<file path="src/rtl/tag_pkg.sv">
// tag_pkg: shared defaults and types for the rename-stage free-tag pool.
//   DEF_TAG_WIDTH  default width of one tag
//   DEF_NUM_TAGS   default pool depth (always 2**DEF_TAG_WIDTH)
//   DEF_RET_PORTS  default number of CDB return ports
//   tag_t          one tag at the default width
//   count_t        occupancy / pointer type at the default width (one wrap bit extra)
package tag_pkg;

    localparam int unsigned DEF_TAG_WIDTH = 6;
    localparam int unsigned DEF_NUM_TAGS  = 2 ** DEF_TAG_WIDTH;
    localparam int unsigned DEF_RET_PORTS = 2;

    typedef logic [DEF_TAG_WIDTH-1:0] tag_t;
    typedef logic [DEF_TAG_WIDTH:0]   count_t;

endpackage

</file>
<file path="src/rtl/tag_ret_compact.sv">
// tag_ret_compact: picks which CDB returns fit into the pool this cycle.
// Candidates (valid and kept) are accepted in ascending port order until
// 'space' is used up; each accepted port gets its write offset from wp.
//   ret_valid_i   per-port return strobe
//   keep_i        per-port keep mask (duplicate filter; all ones when unused)
//   space_i       free slots available this cycle
//   accept_c_o    ports that will be written (combinational)
//   offset_c_o    per-port offset = accepted ports below it (combinational)
//   n_accept_c_o  number of accepted ports (combinational)
module tag_ret_compact
    import tag_pkg::*;
#(
    parameter int unsigned RET_PORTS = DEF_RET_PORTS,
    parameter int unsigned CW        = DEF_TAG_WIDTH + 1
) (
    input  logic [RET_PORTS-1:0]         ret_valid_i,
    input  logic [RET_PORTS-1:0]         keep_i,
    input  logic [CW-1:0]                space_i,
    output logic [RET_PORTS-1:0]         accept_c_o,
    output logic [RET_PORTS-1:0][CW-1:0] offset_c_o,
    output logic [CW-1:0]                n_accept_c_o
);

    // Running prefix count over candidate ports.
    always_comb begin
        logic [CW-1:0] acc;
        acc          = '0;
        accept_c_o   = '0;
        offset_c_o   = '0;
        for (int j = 0; j < int'(RET_PORTS); j++) begin
            if (ret_valid_i[j] && keep_i[j]) begin
                offset_c_o[j] = acc;
                if (acc < space_i) begin
                    accept_c_o[j] = 1'b1;
                    acc           = acc + CW'(1);
                end
            end
        end
        n_accept_c_o = acc;
    end

endmodule

</file>
<file path="src/rtl/tag_free_list.sv">
// tag_free_list: free-tag pool for the rename stage. Head of the pool is the
// oldest free tag; dispatch pops it with ren, the CDB returns tags on up to
// RET_PORTS ports per cycle. Reset and flush refill tags 0..NUM_TAGS-1.
// Optional duplicate filtering is enabled by defining TAG_FREE_LIST_DUP_CHECK_EN.
//   clk, reset(async, active-low), flush(sync refill)
//   ren                 pop the head tag
//   ret_valid, ret_tag  return strobes / tags (port j at [j*TAG_WIDTH +: TAG_WIDTH])
//   tag_out             head tag (combinational from storage)
//   tag_valid, full     pool non-empty / pool full (from pointers)
//   count               free tag count (wp - rp)
//   err_underflow       pulse: ren while empty
//   err_overflow        pulse: a return was dropped for lack of space
//   err_dup             pulse: a duplicate return was dropped
module tag_free_list
    import tag_pkg::*;
#(
    parameter int unsigned TAG_WIDTH = DEF_TAG_WIDTH,
    parameter int unsigned NUM_TAGS  = 2 ** TAG_WIDTH,
    parameter int unsigned RET_PORTS = DEF_RET_PORTS
) (
    input  logic                           clk,
    input  logic                           reset,
    input  logic                           flush,
    input  logic                           ren,
    input  logic [RET_PORTS-1:0]           ret_valid,
    input  logic [RET_PORTS*TAG_WIDTH-1:0] ret_tag,
    output logic [TAG_WIDTH-1:0]           tag_out,
    output logic                           tag_valid,
    output logic                           full,
    output logic [TAG_WIDTH:0]             count,
    output logic                           err_underflow,
    output logic                           err_overflow,
    output logic                           err_dup
);

    localparam int unsigned PW = TAG_WIDTH + 1;
    localparam logic [PW-1:0] WP_RESET = PW'(NUM_TAGS);

    if (NUM_TAGS != 2 ** TAG_WIDTH) begin : g_bad_depth
        $error("tag_free_list: NUM_TAGS must equal 2**TAG_WIDTH");
    end
    if (RET_PORTS == 0 || RET_PORTS > 4) begin : g_bad_ports
        $error("tag_free_list: RET_PORTS must be in 1..4");
    end

    logic [TAG_WIDTH-1:0]                storage_q [NUM_TAGS];
    logic [PW-1:0]                       rp_q, rp_d, wp_q, wp_d;
    logic                                err_uf_q, err_of_q;
    logic                                pop_c, underflow_c, overflow_c;
    logic [PW-1:0]                       space_c;
    logic [RET_PORTS-1:0][TAG_WIDTH-1:0] rtag_c;
    logic [RET_PORTS-1:0]                keep_c, accept_c;
    logic [RET_PORTS-1:0][PW-1:0]        offset_c;
    logic [PW-1:0]                       n_accept_c;
    logic [RET_PORTS-1:0][TAG_WIDTH-1:0] widx_c;

    // Status is derived from the pointers so all views agree every cycle.
    assign count     = wp_q - rp_q;
    assign tag_valid = (rp_q != wp_q);
    assign full      = (rp_q[TAG_WIDTH-1:0] == wp_q[TAG_WIDTH-1:0]) &&
                       (rp_q[TAG_WIDTH] != wp_q[TAG_WIDTH]);
    assign tag_out   = storage_q[rp_q[TAG_WIDTH-1:0]];

    assign rtag_c      = ret_tag;
    assign pop_c       = ren & tag_valid;
    assign underflow_c = ren & ~tag_valid;
    // A slot freed by this cycle's pop may be refilled in the same cycle.
    assign space_c     = PW'(NUM_TAGS) - count + PW'(pop_c);
    assign overflow_c  = |(ret_valid & keep_c & ~accept_c);

    tag_ret_compact #(
        .RET_PORTS (RET_PORTS),
        .CW        (PW)
    ) u_compact (
        .ret_valid_i  (ret_valid),
        .keep_i       (keep_c),
        .space_i      (space_c),
        .accept_c_o   (accept_c),
        .offset_c_o   (offset_c),
        .n_accept_c_o (n_accept_c)
    );

    // Pointer advance and per-port write slot.
    always_comb begin
        rp_d = rp_q + PW'(pop_c);
        wp_d = wp_q + n_accept_c;
        for (int j = 0; j < int'(RET_PORTS); j++) begin
            widx_c[j] = wp_q[TAG_WIDTH-1:0] + TAG_WIDTH'(offset_c[j]);
        end
    end

    // Storage, pointers and error pulses.
    always_ff @(posedge clk or negedge reset) begin
        if (!reset) begin
            for (int i = 0; i < int'(NUM_TAGS); i++) storage_q[i] <= TAG_WIDTH'(i);
            rp_q     <= '0;
            wp_q     <= WP_RESET;
            err_uf_q <= 1'b0;
            err_of_q <= 1'b0;
        end else if (flush) begin
            for (int i = 0; i < int'(NUM_TAGS); i++) storage_q[i] <= TAG_WIDTH'(i);
            rp_q     <= '0;
            wp_q     <= WP_RESET;
            err_uf_q <= 1'b0;
            err_of_q <= 1'b0;
        end else begin
            for (int j = 0; j < int'(RET_PORTS); j++) begin
                if (accept_c[j]) storage_q[widx_c[j]] <= rtag_c[j];
            end
            rp_q     <= rp_d;
            wp_q     <= wp_d;
            err_uf_q <= underflow_c;
            err_of_q <= overflow_c;
        end
    end

    assign err_underflow = err_uf_q;
    assign err_overflow  = err_of_q;

`ifdef TAG_FREE_LIST_DUP_CHECK_EN
    logic [NUM_TAGS-1:0] in_pool_q, in_pool_d;
    logic                dup_c, err_dup_q;

    // Drop returns already in the pool or repeated on a lower valid port.
    always_comb begin
        keep_c = '1;
        for (int j = 0; j < int'(RET_PORTS); j++) begin
            if (in_pool_q[rtag_c[j]]) keep_c[j] = 1'b0;
            for (int k = 0; k < j; k++) begin
                if (ret_valid[k] && (rtag_c[k] == rtag_c[j])) keep_c[j] = 1'b0;
            end
        end
        dup_c = |(ret_valid & ~keep_c);
    end

    // Membership tracking: clear on pop, set on accepted return.
    always_comb begin
        in_pool_d = in_pool_q;
        if (pop_c) in_pool_d[tag_out] = 1'b0;
        for (int j = 0; j < int'(RET_PORTS); j++) begin
            if (accept_c[j]) in_pool_d[rtag_c[j]] = 1'b1;
        end
    end

    always_ff @(posedge clk or negedge reset) begin
        if (!reset) begin
            in_pool_q <= '1;
            err_dup_q <= 1'b0;
        end else if (flush) begin
            in_pool_q <= '1;
            err_dup_q <= 1'b0;
        end else begin
            in_pool_q <= in_pool_d;
            err_dup_q <= dup_c;
        end
    end

    assign err_dup = err_dup_q;
`else
    assign keep_c  = '1;
    assign err_dup = 1'b0;
`endif

endmodule

</file>
<file path="config.mk">
export PLATFORM = sky130hd
export DESIGN_NAME = tag_free_list
export DESIGN_NICKNAME = d
export VERILOG_FILES = /design/src/rtl/tag_pkg.sv /design/src/rtl/tag_ret_compact.sv /design/src/rtl/tag_free_list.sv
export SDC_FILE = /design/constraint.sdc
export NUM_CORES = 1
export LEC_CHECK = 0
export BUFFER_PORTS_ARGS = -buffer_cell sky130_fd_sc_hd__buf_2
export CORE_UTILIZATION = 45
export CTS_BUF_LIST = sky130_fd_sc_hd__clkbuf_8 sky130_fd_sc_hd__clkbuf_16
export DETAILED_ROUTE_END_ITERATION = 6
export GPL_TIMING_DRIVEN = 1
export PLACE_DENSITY_LB_ADDON = 0.2
export SETUP_SLACK_MARGIN = 0.15
export SLEW_MARGIN = 20
export SYNTH_ARGS = -nofsm -noshare
export SYNTH_HDL_FRONTEND = slang
export SYNTH_HIERARCHICAL = 1
export SYNTH_SLANG_ARGS = --single-unit
</file>
<file path="constraint.sdc">
create_clock -name clk -period 6.65 [get_ports clk]
set_input_delay 0.665 -clock clk [delete_from_list [all_inputs] [get_ports clk]]
set_output_delay 0.665 -clock clk [all_outputs]
set_load 0.02 [all_outputs]
</file>
After elaboration in Yosys (flattened, before gate mapping)
Index checks and enable logic that the tools add are counted.
- add/sub/neg operators: 7
- magnitude comparators: 7
- equality and inequality tests: 3
- mux-type cells: 26
- bitwise operators: 8
- reduce and logical (&&, ||, !) cells: 4
- operators by type and width (operator ; number):
    $mux W384 ; 4
    $bwmux W384 ; 2
    $demux W6 S6 ; 2
    $bmux W6 S6 ; 1
    $mux W6 ; 5
    $mux W7 ; 4
    $ge A7 B7 Y1 const B ; 3
    $not A6 Y7 ; 3
    $add A7 B1 Y7 ; 2
    $lt A7 B1 Y1 const B ; 2
    $mux W1 ; 8
    $add A7 B7 Y7 ; 1
    $lt A1 B7 Y1 ; 1
    $lt A1 B7 Y1 const A ; 1
    $ne A7 B7 Y1 ; 1
    $sub A7 B7 Y7 ; 1
    $sub A7 B7 Y7 const A ; 1
    $add A6 B6 Y6 ; 1
    $eq A6 B6 Y1 ; 1
    $logic_and A1 B1 Y1 ; 3
    $add A1 B1 Y2 const B ; 1
    $and A1 B1 Y1 ; 2
    $and A2 B2 Y2 ; 1
    $not A2 Y2 ; 1
    other kinds (3) ; 3
- flip-flop bits (word level): 400
- output and inout port bits: 18
- logic and storage cells: 123

Longest topological paths before layout
- depth after elaboration: 16
- gate-level depth with buffers: 29
- mapped depth without buffers: 25

Cells and area by module
Netlist, hierarchy kept.
- by module, submodules not included (module ; times used ; cells an instance ; area each (µm²) ; sequential area each (µm²)):
    tag_free_list ; 1 ; 2568 ; 24609.9 ; 10251.1
    tag_ret_compact ; 1 ; 32 ; 229.0 ; 0.0

Worst setup path after synthesis
No wires, ideal clock.
- path kind: reg2reg
- from: register rp_q[1]
- to: register storage_q[369] (netlist bit)
- arrival: 6511 ps
- data required time: 6551 ps
- slack: 40 ps
- stages on the path, launching flop included: 24
- buffers on the path: 5
- period minus slack after synthesis: 6610 ps
- cell sequence: dfrtp_1 clkbuf_1 buf_2 buf_1 buf_2 inv_1 ha_1 nor2b_1 o21a_1 o21a_1 o311ai_0 nor4_1 xor2_1 or3_1 o21bai_1 nor2b_1 ha_1 inv_1 fa_1 or3b_2 nor4_1 nand2_1 clkbuf_1 a311oi_1
- RTL lines (item ; line ; RTL):
    from (decl) ; tag_free_list.sv:47 ; logic [PW-1:0] rp_q, rp_d, wp_q, wp_d;
    from (signal assigned) ; tag_free_list.sv:110 ; rp_q <= rp_d;
    to (signal, indexed assignment) ; tag_free_list.sv:108 ; if (accept_c[j]) storage_q[widx_c[j]] <= rtag_c[j];
    to (decl) ; tag_free_list.sv:46 ; logic [TAG_WIDTH-1:0] storage_q [NUM_TAGS];

==> run_results.csv <==
group,metric,value,unit
power_and_ir_drop,vdd_drop_max,0.169,mV
timing,hold_violations,0,
placed_design,routabilityCongestion,1.06,
clocking,cts_tree,"built",
power_and_ir_drop,combPwrFrac,0.288,
placed_design,dp_cells,3184,
setup_path,crit_path_start_kind,"register",
placed_design,dpl_cell_area,25600,µm²
floorplanning,die_height,237,µm
power_and_ir_drop,p_per_area,268,nW/µm²
clocking,cts_sinks,400,
floorplanning,die_x,237,µm
floorplanning,core,54100,µm²
route,wl_per_cell,30.7,µm
power_and_ir_drop,p_leak,10.9,nW
timing,drv_slew,0,
timing,fin_ws,0.414,ns
clocking,cts.htree.levels,2,
yosys,syn_inst,2598,
global_routing,grt_pass1_wl,149000,µm
route,drt_wl_total,100000,µm
timing,fin_skew,0.0343,ns
route,num_vias,23000,
setup_path,endpoint_kind,"register",
timing,post-route-period-util,0.938,
placed_design,pre_cts_ws,0.498,ns
timing,max_freq,160,MHz
floorplanning,io_pins,36,
clocking,clockBufferDepth,3,
final_layout,drive_gt1_frac,0.204,
global_routing,antenna_found_initial,4,
final_layout,final_nets,2586,
setup_path,crit_path_max_fanout,12,
floorplanning,start_util,0.459,
setup_path,crit_type,"reg -> reg",
final_layout,diodes,0,
final_layout,fill_cells,5010,
power_and_ir_drop,internal_power,4.56,mW
global_routing,grt_pass1_vias,22300,
power_and_ir_drop,total_power,7.25,mW
yosys,yosys_warnings,6,
setup_path,arrival,6.75,ns
power_and_ir_drop,power_switching,2.69,mW
clocking,numCtsBuffers,47,
yosys,synth_area,24800,µm²
timing,period_minus_slack,6.24,ns
timing,rsz0062_at_grt,"no",
placed_design,port_buffers,34,
placed_design,dp_hpwl,64400,µm
power_and_ir_drop,p_clk_frac,0.352,
route,drtPass1Iterations,6,
floorplanning,dieArea,56100,µm²
final_layout,area_delta_synth_final,9.03,%
timing,setup_viol,0,
final_layout,fin_cells,3271,
power_and_ir_drop,swShare,0.371,
timing,worst_pin_slew,1.24,ns
route,ant_nets,0,
setup_path,required,7.16,ns
global_routing,grtUsageTotal,0.358,
clocking,clk_latency,0.61,ns
hold_path,min_path_type,"in -> async",
run_status,status,"finished clean",
clocking,ctsHoldBuffers,0,
timing,holdWs,0.0661,ns
final_layout,final_core_util,0.500,
global_routing,grt_overflow,0,
route,drc_errors,0,
yosys,avgSynthCellArea,9.55,µm²
power_and_ir_drop,seqPwrFrac,0.360,
route,drt-vias-per-instance,7.03,
clocking,clk_pin_slew_worst_paths,0.06,ns
run,max_cap_viol_count,0,
timing,finalSetupTns,0,ns
global_routing,grt_start_max_net_pins,165,
route,drtIter0Drc,3687,
final_layout,fin_area,27100,µm²
floorplanning,rows,85,
timing,max-slew-margin-rel,0.171,
clocking,cts-root-buf,"clkbuf_16",
-- flip-flops by register name (all words and copies together), names as in the netlist --
name,cells
rp_q,7
err_overflow,1
storage_q,384
err_underflow,1
wp_q,7
-- layout make-up --
type                       instances  area (µm²)  share of cell area
tap                              696         871              0.0322
multi-input combinational       1951       13600               0.501
inverter                          29         109             0.00402
clock buffer                      57        1330              0.0490
clock inverter                    30         163             0.00601
timing repair buffer             108         782              0.0289
sequential                       400       10300               0.379
-- path summary, 6_finish.rpt --
check                      cells after the start  slack (ns)              startpoint                        to
max in group asynchronous                      2        5.09                   reset  storage_q[341]$_DFF_PN0_
setup / recovery                              23        0.41       rp_q[5]$_DFF_PN0_  storage_q[173]$_DFF_PN1_
hold reg to reg                                2        0.50  storage_q[5]$_DFF_PN1_    storage_q[5]$_DFF_PN1_
setup reg to reg                              23        0.41       rp_q[5]$_DFF_PN0_  storage_q[173]$_DFF_PN1_
min in group clk                               3        0.35            ret_valid[0]    err_overflow$_DFF_PN0_
hold / removal                                 1        0.07                   reset  storage_q[139]$_DFF_PN0_
-- routing by layer --
layer / global-route usage / wire length (µm) / vias to the layer above / share of wire
li1: - / - / 9593 / -
met1: 0.476 / 39500 / 11600 / 0.39
met2: 0.524 / 43700 / 1486 / 0.44
met3: 0.107 / 11500 / 328 / 0.11
met4: 0.194 / 5640 / 4 / 0.056
met5: 0 / 25 / - / 0.00025
-- timing repair --
action	4_1_cts	5_1_grt
buffers inserted	0	0
setup endpoints to repair	0	13
gates resized for setup	0	3
-- worst max-delay path, cell delays in order, from the launching register on --
cell and delay (ns):
dfrtp_1 0.52, inv_1 0.25, ha_1 0.44, and4_1 0.25, nand4_1 0.15, nand2_1 0.13
ha_1 0.15, inv_1 0.05, ha_1 0.22, nand2_1 0.08, nor2_1 0.05, xnor2_1 0.14
or4_4 0.53, o21bai_1 0.24, nor2b_1 0.12, ha_1 0.22, inv_1 0.07, fa_1 0.52
or2_2 0.39, nor4_2 0.62, buf_4 0.27, nand2_1 0.24, or2_0 0.30, a21o_1 0.18
-- power by group through the flow --
stage	registers, mW	logic, mW	clock network, mW
after global routing	2.62	2.19	2.66
after detailed placement	2.65	2.01	0
final	2.61	2.09	2.55
after floorplan	2.62	1.37	0
after global placement	2.65	1.99	0
after CTS	2.61	2.02	2.56
-- layout by cell type (no fill, tap or decap), drive strengths merged, types with 10 or more instances in the layout --
| cell | count |
|---|---|
| nor2 | 414 |
| nand2 | 284 |
| dfrtp | 207 |
| dfstp | 193 |
| nand3 | 161 |
| o21ai | 145 |
| a22oi | 118 |
| mux4 | 112 |
| a311oi | 109 |
| buf | 107 |
| mux2i | 95 |
| a211oi | 91 |
| a221oi | 87 |
| clkbuf | 58 |
| inv | 52 |
| nor3 | 52 |
| a32oi | 33 |
| and2 | 32 |
| ha | 27 |
| xnor2 | 24 |
| a21oi | 23 |
| conb | 20 |
| a21o | 15 |
| xor2 | 10 |
(Power assumes the default switching activity.)
